$ cat config.mk
export PLATFORM = sky130hd
export DESIGN_NAME = fetch_queue
export DESIGN_NICKNAME = d
export VERILOG_FILES = /design/src/rtl/fetch_queue.sv
export SDC_FILE = /design/constraint.sdc
export NUM_CORES = 1
export LEC_CHECK = 0
export CAP_MARGIN = 20
export CORE_ASPECT_RATIO = 1.1
export CORE_MARGIN = 4
export CORE_UTILIZATION = 44
export CTS_BUF_LIST = sky130_fd_sc_hd__clkbuf_2
export CTS_CLUSTER_SIZE = 20
export DETAILED_ROUTE_END_ITERATION = 12
export MAX_ROUTING_LAYER = met4
export PLACE_DENSITY = 0.78
export RECOVER_POWER = 50
export SLEW_MARGIN = 40
export SYNTH_ARGS = -nofsm -noshare
export SYNTH_HDL_FRONTEND = slang
export SYNTH_SLANG_ARGS = --single-unit
$ cat constraint.sdc
create_clock -name clk -period 3.89 [get_ports clk]
set_input_delay 0.389 -clock clk [delete_from_list [all_inputs] [get_ports clk]]
set_output_delay 0.389 -clock clk [all_outputs]
set_load 0.01 [all_outputs]
$ cat src/rtl/fetch_queue.sv
// fetch_queue: instruction fetch sequencer feeding a DEPTH-entry FIFO of
// {pc, instr} pairs toward decode. One fetch is in flight at a time; the
// FSM stops issuing when the queue fills (HOLD) and discards the stale
// response of a request that was in flight when a redirect arrived (DROP).
// Optional feature: define FETCH_QUEUE_BYPASS_EN to let a response go
// straight to decode in the same cycle when the queue is empty.
module fetch_queue #(
  parameter int              DEPTH    = 4,
  parameter int              PC_W     = 64,
  parameter logic [PC_W-1:0] RESET_PC = 64'h8000_0000
) (
  input  logic                         clk,
  input  logic                         reset,
  output logic                         ireq_valid,
  output logic [PC_W-1:0]              ireq_addr,
  input  logic                         iresp_valid,
  input  logic [31:0]                  iresp_data,
  input  logic                         redirect_valid,
  input  logic [PC_W-1:0]              redirect_pc,
  input  logic                         deq_ready,
  output logic                         deq_valid,
  output logic [31:0]                  deq_instr,
  output logic [PC_W-1:0]              deq_pc,
  output logic [$clog2(DEPTH+1)-1:0]   count
);

  localparam int CW = $clog2(DEPTH+1);
  localparam int AW = $clog2(DEPTH);

  typedef enum logic [1:0] {RUN, HOLD, DROP} state_t;

  typedef struct packed {
    logic [PC_W-1:0] pc;
    logic [31:0]     instr;
  } entry_t;

  state_t          state, state_nxt;
  logic [PC_W-1:0] fetch_pc, fetch_pc_nxt;
  logic [PC_W-1:0] req_pc, req_pc_nxt;
  logic [CW-1:0]   count_nxt;
  logic [AW-1:0]   wr_ptr, rd_ptr;
  entry_t          mem [DEPTH];
  logic            enq, pop, bypass;

  // Pointers wrap at DEPTH, which need not be a power of two.
  function automatic logic [AW-1:0] ptr_inc(input logic [AW-1:0] p);
    return (p == AW'(DEPTH-1)) ? '0 : p + AW'(1);
  endfunction

`ifdef FETCH_QUEUE_BYPASS_EN
  // Empty queue and decode ready: hand the response straight through.
  assign bypass = !reset && (count == '0) && (state == RUN) && iresp_valid
                  && !redirect_valid && deq_ready;
  assign deq_valid = bypass || (count != '0);
  assign deq_instr = bypass ? iresp_data : mem[rd_ptr].instr;
  assign deq_pc    = bypass ? req_pc     : mem[rd_ptr].pc;
`else
  assign bypass    = 1'b0;
  assign deq_valid = (count != '0);
  assign deq_instr = mem[rd_ptr].instr;
  assign deq_pc    = mem[rd_ptr].pc;
`endif

  // Redirect wins: it flushes the queue and cancels any same-cycle pop.
  assign pop = (count != '0) && deq_ready && !redirect_valid;
  assign enq = (state == RUN) && iresp_valid && !redirect_valid && !bypass;

  // Reset must silence the request immediately, before any clock edge.
  assign ireq_valid = !reset && (state != HOLD);
  assign ireq_addr  = req_pc;

  // Next-state, next-PC and occupancy.
  always_comb begin
    state_nxt    = state;
    fetch_pc_nxt = fetch_pc;
    req_pc_nxt   = req_pc;
    count_nxt    = count + CW'(enq) - CW'(pop);
    if (redirect_valid) count_nxt = '0;
    case (state)
      RUN: begin
        if (redirect_valid) begin
          fetch_pc_nxt = redirect_pc;
          if (iresp_valid) req_pc_nxt = redirect_pc;  // response dropped
          else             state_nxt  = DROP;         // old fetch still owed
        end else begin
          if (iresp_valid) begin
            fetch_pc_nxt = req_pc + PC_W'(4);
            req_pc_nxt   = req_pc + PC_W'(4);
          end
          if (count_nxt == CW'(DEPTH)) state_nxt = HOLD;
        end
      end
      HOLD: begin
        if (redirect_valid) begin
          fetch_pc_nxt = redirect_pc;
          req_pc_nxt   = redirect_pc;
          state_nxt    = RUN;
        end else if (count_nxt != CW'(DEPTH)) begin
          req_pc_nxt = fetch_pc;
          state_nxt  = RUN;
        end
      end
      DROP: begin
        if (redirect_valid) fetch_pc_nxt = redirect_pc;
        if (iresp_valid) begin
          req_pc_nxt = fetch_pc_nxt;
          state_nxt  = RUN;
        end
      end
      default: state_nxt = RUN;
    endcase
  end

  // FSM state register.
  always_ff @(posedge clk or posedge reset) begin
    if (reset) state <= RUN;
    else       state <= state_nxt;
  end

  // PC, occupancy and pointer registers.
  always_ff @(posedge clk or posedge reset) begin
    if (reset) begin
      fetch_pc <= RESET_PC;
      req_pc   <= RESET_PC;
      count    <= '0;
      wr_ptr   <= '0;
      rd_ptr   <= '0;
    end else begin
      fetch_pc <= fetch_pc_nxt;
      req_pc   <= req_pc_nxt;
      count    <= count_nxt;
      if (redirect_valid) begin
        wr_ptr <= '0;
        rd_ptr <= '0;
      end else begin
        if (enq) wr_ptr <= ptr_inc(wr_ptr);
        if (pop) rd_ptr <= ptr_inc(rd_ptr);
      end
    end
  end

  // Queue storage; contents are don't-care until count covers them.
  always_ff @(posedge clk) begin
    if (enq) mem[wr_ptr] <= '{pc: req_pc, instr: iresp_data};
  end

endmodule

# After elaboration in Yosys (flattened, before gate mapping)
# Memories as Yosys holds them, arrays and structs flattened.
# Index checks and enable logic that the tools add are counted.
# totals
in_bits,101
wordCells,68
output_inout_bits,165
memories,1
register_bits,137
mem_bits_rw,384
# classes
n_eq_ne,13
n_mux,26
reduce_logical,17
addsub,5
# memory_table
memory,words,width,read_ports,rd_clocked_by_memory_dff,wr,line,source
mem,4,96,1,0,1,42,entry_t mem [DEPTH];
# ops
operator,n
64-bit 2-to-1 mux,8
64-bit case mux with 3 select lines,1
64-bit case mux with 2 select lines,1
"64-bit by 3-bit adder with 64-bit output, second input constant",1
2-bit 2-to-1 mux,12
"3-bit inequality test, second input constant",4
4-bit AND reduction,2
"2-bit equality test, second input constant",3
2-bit case mux with 3 select lines,1
2-bit nonzero test,3
3-bit nonzero test,2
1-bit logical AND,5
"2-bit by 1-bit adder with 2-bit output, second input constant",2
"2-bit inequality test, second input constant",2
3-bit by 1-bit adder with 3-bit output,1
"3-bit equality test, second input constant",1
3-bit 2-to-1 mux,1
"3-bit by 2-bit inequality test with 1-bit output, second input constant",1
3-bit by 1-bit subtractor with 3-bit output,1
"2-bit by 1-bit equality test with 1-bit output, second input constant",1
1-bit zero test,2
2-bit zero test,1
1-bit 2-to-1 mux,2
"2-bit by 1-bit inequality test with 1-bit output, second input constant",1
other kinds (2),2

# Depth between registers and ports, before layout
# logic_depth
ltp_word,10
depth_mapped,18
depth_no_buf,14

# Worst setup path before layout
# Ideal clock, no wire load.
# synth_path
path_kind,in2reg
startpoint,input port redirect_valid
endpoint,"register req_pc[56], in the netlist ireq_addr[56]"
path_buffers,6
t_required_ns,3.755
slack_ns,-0.342
cell_stages,17
arrival_time_ns,4.097
setup_time_ns,0.135
path_cell_list,clkbuf_1 clkbuf_1 clkbuf_1 clkbuf_1 nor2_1 ha_1 inv_1 ha_1 fa_1 xor3_1 nor4_1 a211o_1 buf_2 clkbuf_1 nor2_1 a221oi_1 o31ai_1
# synth_between
elab_chain_cells,8
word_cells_on_any_way,14
cone_classes,add/sub (2); eq/ne (2); mux (6); reduce/logical (4)
# synth_rtl
element,line,source
start: declaration,18,"input logic redirect_valid,"
1-bit zero test,"65, 66",
1-bit logical AND,66,assign enq = (state == RUN) && iresp_valid && !redirect_valid && !bypass;
3-bit by 1-bit adder with 3-bit output,77,count_nxt = count + CW'(enq) - CW'(pop);
3-bit by 1-bit subtractor with 3-bit output,77,
3-bit 2-to-1 mux,78,if (redirect_valid) count_nxt = '0;
3-bit inequality test,98,end else if (count_nxt != CW'(DEPTH)) begin
3-bit inequality test (no line),-,
4-bit AND reduction (no line),-,
end signal: assignment,130,req_pc <= req_pc_nxt;
end: declaration,39,"logic [PC_W-1:0] req_pc, req_pc_nxt;"
# Several ways; a longest one is shown, not always the timed one. The select of a mux whose other input is x is not followed.
# A chain may end at the register's enable or synchronous reset.

# Worst setup path after layout
# layout_path
startpoint,register count[2]
endpoint,"register req_pc[40], in the netlist ireq_addr[40]"
# layout_between
elab_chain_cells,8
word_cells_on_any_way,9
cone_classes,add/sub (2); eq/ne (2); mux (1); reduce/logical (4)
# layout_rtl
element,line,source
start: declaration,24,output logic [$clog2(DEPTH+1)-1:0] count
start signal: assignment,131,count <= count_nxt;
"parallel branches: the longest is 3 deep, another holds 3-bit by 1-bit adder with 3-bit output",-,
3-bit by 1-bit subtractor with 3-bit output *,77,
3-bit 2-to-1 mux *,78,
3-bit inequality test *,98,
3-bit inequality test (no line) *,-,
4-bit AND reduction (no line) *,-,
# Mark *: on every way between the ends.

==> impl_metrics.tcl <==
set metrics [dict create \
    synth_top_area_share_pct 52.02 \
    worst_pin_slew_ns 1.887 \
    std_cell_rows 86 \
    crit_path_max_incr_delay_ns 0.49 \
    synthXorXnorAreaFrac_pct 2.241 \
    required_ns 4.81 \
    synthTopCellsByCount "edfxtp_1 (384), dfrtp_1 (135), nand2_1 (102)" \
    grt_antenna_before_repair 4 \
    coreArea_mm2 0.04993 \
    worst-path-max-fanout 21 \
    drtIter0Drc 1293 \
    h-tree-depth 4 \
    max_freq_mhz 267.4 \
    worstPathArrival_ns 4.66 \
    synthAdderAreaFrac_pct 0.7112 \
    pwr-share-seq_pct 41.9 \
    design_area_mm2 0.02814 \
    start_util_pct 44.40 \
    p_sw_mw 7.514 \
    avgSynthCellArea_um2 15.33 \
    area_delta_synth_final_pct 26.95 \
    synth.most_common_cell "edfxtp_1" \
    rrSetupSlack_ns 0.15 \
    violations "max-capacitance violations, max-slew violations" \
    wl_um 59930 \
    p_int_mw 13.11 \
    cellLeakagePower_nw 10.02 \
    ioPinCount 266 \
    synth_top_family_by_area "multiplexers" \
    ant_nets 0 \
    dp_hpwl_um 37270 \
    dr.pass1.iters 8 \
    syn-num-nets 1559 \
    status "finished, violations left" \
    clockRootBuffer "clkbuf_2" \
    cap_violations 3 \
    muxShareOfSynthArea_pct 11.28 \
    numCtsBuffers 133 \
    swShare_pct 36.43 \
    viasPerCell 5.638 \
    setup_viol 0 \
    ir_drop_mv 0.5126 \
    fp.dieW_um 222.0 \
    synthFlopType "edfxtp_1" \
    globalplace.congestion 0.8562 \
    hold_viol 0 \
    setup_tns_ns 0 \
    hold_path_end "fetch_pc[17]$_DFFE_PP0P_" \
    die_h_um 243.4 \
    synthCells 1446 \
    synthSimpleGateAreaFrac_pct 8.015 \
    synth_compound_area_share_pct 8.179 \
    fp.dieArea_mm2 0.05404 \
    grt_max_degree 138 \
    numPortBuffers 265 \
    drc 0 \
    synth_cell_types 70 \
    dpl_cell_area_mm2 0.02578 \
    finalClockSkew_ns 0.08832 \
    cp_cell_sequence "or3_1 > nand2_1 > nor2_1 > ha_1 > inv_1 > ha_1 > fa_1 > xor3_1 > nor4_4 > buf_4 > a211oi_4 > buf_4 > buf_12 > o21ai_0 > a22o_1" \
    hold_path.startpoint "redirect_pc[17]" \
    whs_path_depth 3 \
    vias 15015 \
    pre_cts_slack_ns 0.1460 \
    clk_pin_slew_worst_paths_ns 0.11 \
    nNetsFinal 2010 \
    cp-end-kind "register" \
    synth_top_area_cell "edfxtp_1" \
    grt_pass1_wl_um 92050 \
    r2r_end "ireq_addr[40]$_DFFE_PP0P_" \
    hp-class "primary input to register" \
    wl_per_cell_um 22.51 \
    synth_edf_count 384 \
    min_period_over_period_pct 96.14 \
    grt_use_total_pct 22.62 \
    seq_area_frac_synth_pct 67.49 \
    cp-start-kind "register" \
    clkPwrFrac_pct 19.5 \
    crit_type "register to register" \
    syn_area_mm2 0.02217 \
    cts_buffer_depth 3 \
    yosysWarnings 0 \
    async_reset_ff_share_pct 26.30 \
    cts_sinks 521 \
    slew-limit-headroom_pct -25.80 \
    synth_area_leaders "edfxtp_1 (52%), dfrtp_1 (15%), mux4_2 (9.8%)" \
    layout_setup_ws_ns 0.1501 \
    rr_worst_depth 15 \
    clock_latency_ns 1.11 \
    fin_crit_ns 3.740 \
    combPwrFrac_pct 38.7 \
    rr_startpoint "count[2]$_DFF_PP0_" \
    final_layout_size_suffix_gt1_share_pct 20.79 \
    cts_tree "built" \
    critPathSlowestCell "xor3_1" \
    p_per_area_mw_per_mm2 732.9 \
    drv_slew 119 \
    ys_seq_elements 521 \
    grt_overflow 0 \
    grt_pass1_vias 15643 \
]
metrics by stage:
| step | hold WS [ns] | instances | utilization [%] | power, mW |
|---|---|---|---|---|
| after detailed placement | 0.4652 | 2320 | 51.64 | 16.48 |
| after global placement | 0.4602 | 2320 | 51.63 | 16.14 |
| final | 0.1786 | 2663 | 56.37 | 20.62 |
| after global routing | 0.04053 | 2660 | 56.35 | 21.86 |
| after floorplan | 0.4477 | 1446 | - | 12.84 |
| after CTS | 0.01255 | 2647 | 56.18 | 20.67 |
kinds of logic after synthesis:
kind of cell,after synthesis
flip-flops,521
AND/OR/NAND/NOR,334
AO/OA/AOI/OAI,280
multiplexers,127
buffers and inverters,117
XOR/XNOR,55
adder cells (fa/ha/maj),12
routing by layer:
metal	track usage, %	wire (um)	vias to the layer above
met4	8.703	1744	0
met1	28.37	24340	7595
li1	-	-	6652
met2	36.25	29680	641
met5	-	0	-
met3	5.230	4167	127
worst max-delay path: cells and delay by family, from the launching register on:
kind	cells	cell delay, ns
adders and majority gates	3	0.84
buffers and inverters	4	0.57
DFF	1	0.44
xor gates and xnor gates	1	0.49
and+or+nand+nor	4	0.69
AOI/OAI and AO/OA	3	0.54
power by group through the flow:
stage	sequential, mW	combinational [mW]	clock, mW
5_1_grt	8.78	8.58	4.50
4_1_cts	8.66	7.87	4.14
2_1_floorplan	8.44	4.40	0
6_report	8.63	7.98	4.01
3_5_place_dp	8.81	7.67	0
3_3_place_gp	8.70	7.44	0
worst max path at each step:
stage	to	slack, ns	cells past startpoint	start
floorplan	ireq_addr[56]$_DFFE_PP0P_	0.01	17	redirect_valid
global placement	ireq_addr[22]$_DFFE_PP0P_	0.22	13	iresp_valid
detailed placement	ireq_addr[21]$_DFFE_PP0P_	0.15	13	iresp_valid
CTS	deq_pc[43]	0.03	3	rd_ptr[0]$_DFFE_PP0P_
global route	ireq_addr[40]$_DFFE_PP0P_	-0.006	15	count[1]$_DFF_PP0_
finish	ireq_addr[40]$_DFFE_PP0P_	0.15	15	count[2]$_DFF_PP0_
placed cells by master (no fill, tap or decap), drive strengths merged, types with 26 or more instances in the layout:
cell / Yosys / layout
a21oi: 67 / 67
dlygate4sd3: 0 / 125
nand3: 29 / 29
inv: 24 / 26
and3: 39 / 39
dfrtp: 135 / 135
edfxtp: 384 / 384
xnor2: 39 / 39
nand2: 102 / 102
o21ai: 76 / 76
clkdlybuf4s50: 0 / 231
mux4: 96 / 96
clkbuf: 62 / 213
buf: 31 / 43
nor2: 66 / 66
sequential cells by signal (all words and copies together) (netlist names):
signal and count:
fetch_pc 64, state 2, count 3, mem 384
ireq_addr 64, wr_ptr 2, rd_ptr 2
area by class of cell:
| cell class | instances | area [um2] |
|---|---|---|
| Antenna cell | 7 | 17.52 |
| Clock buffer | 203 | 1016 |
| Clock inverter | 31 | 307.8 |
| Fill cell | 3950 | 21790 |
| Inverter | 24 | 93.84 |
| Multi-Input combinational cell | 808 | 6803 |
| Sequential cell | 521 | 14970 |
| Tap cell | 660 | 825.8 |
| Timing Repair Buffer | 409 | 4109 |
what timing repair did:
item / 4_1_cts / 5_1_grt
gates resized for setup: 0 / 1
setup buffers: 1 / 7
hold endpoints to repair: 362 / 0
gates cloned: 0 / 1
setup endpoints to repair: 61 / 15
hold buffers: 92 / 0
pin swaps: 0 / 1
Power figures use the tool's default switching activity.
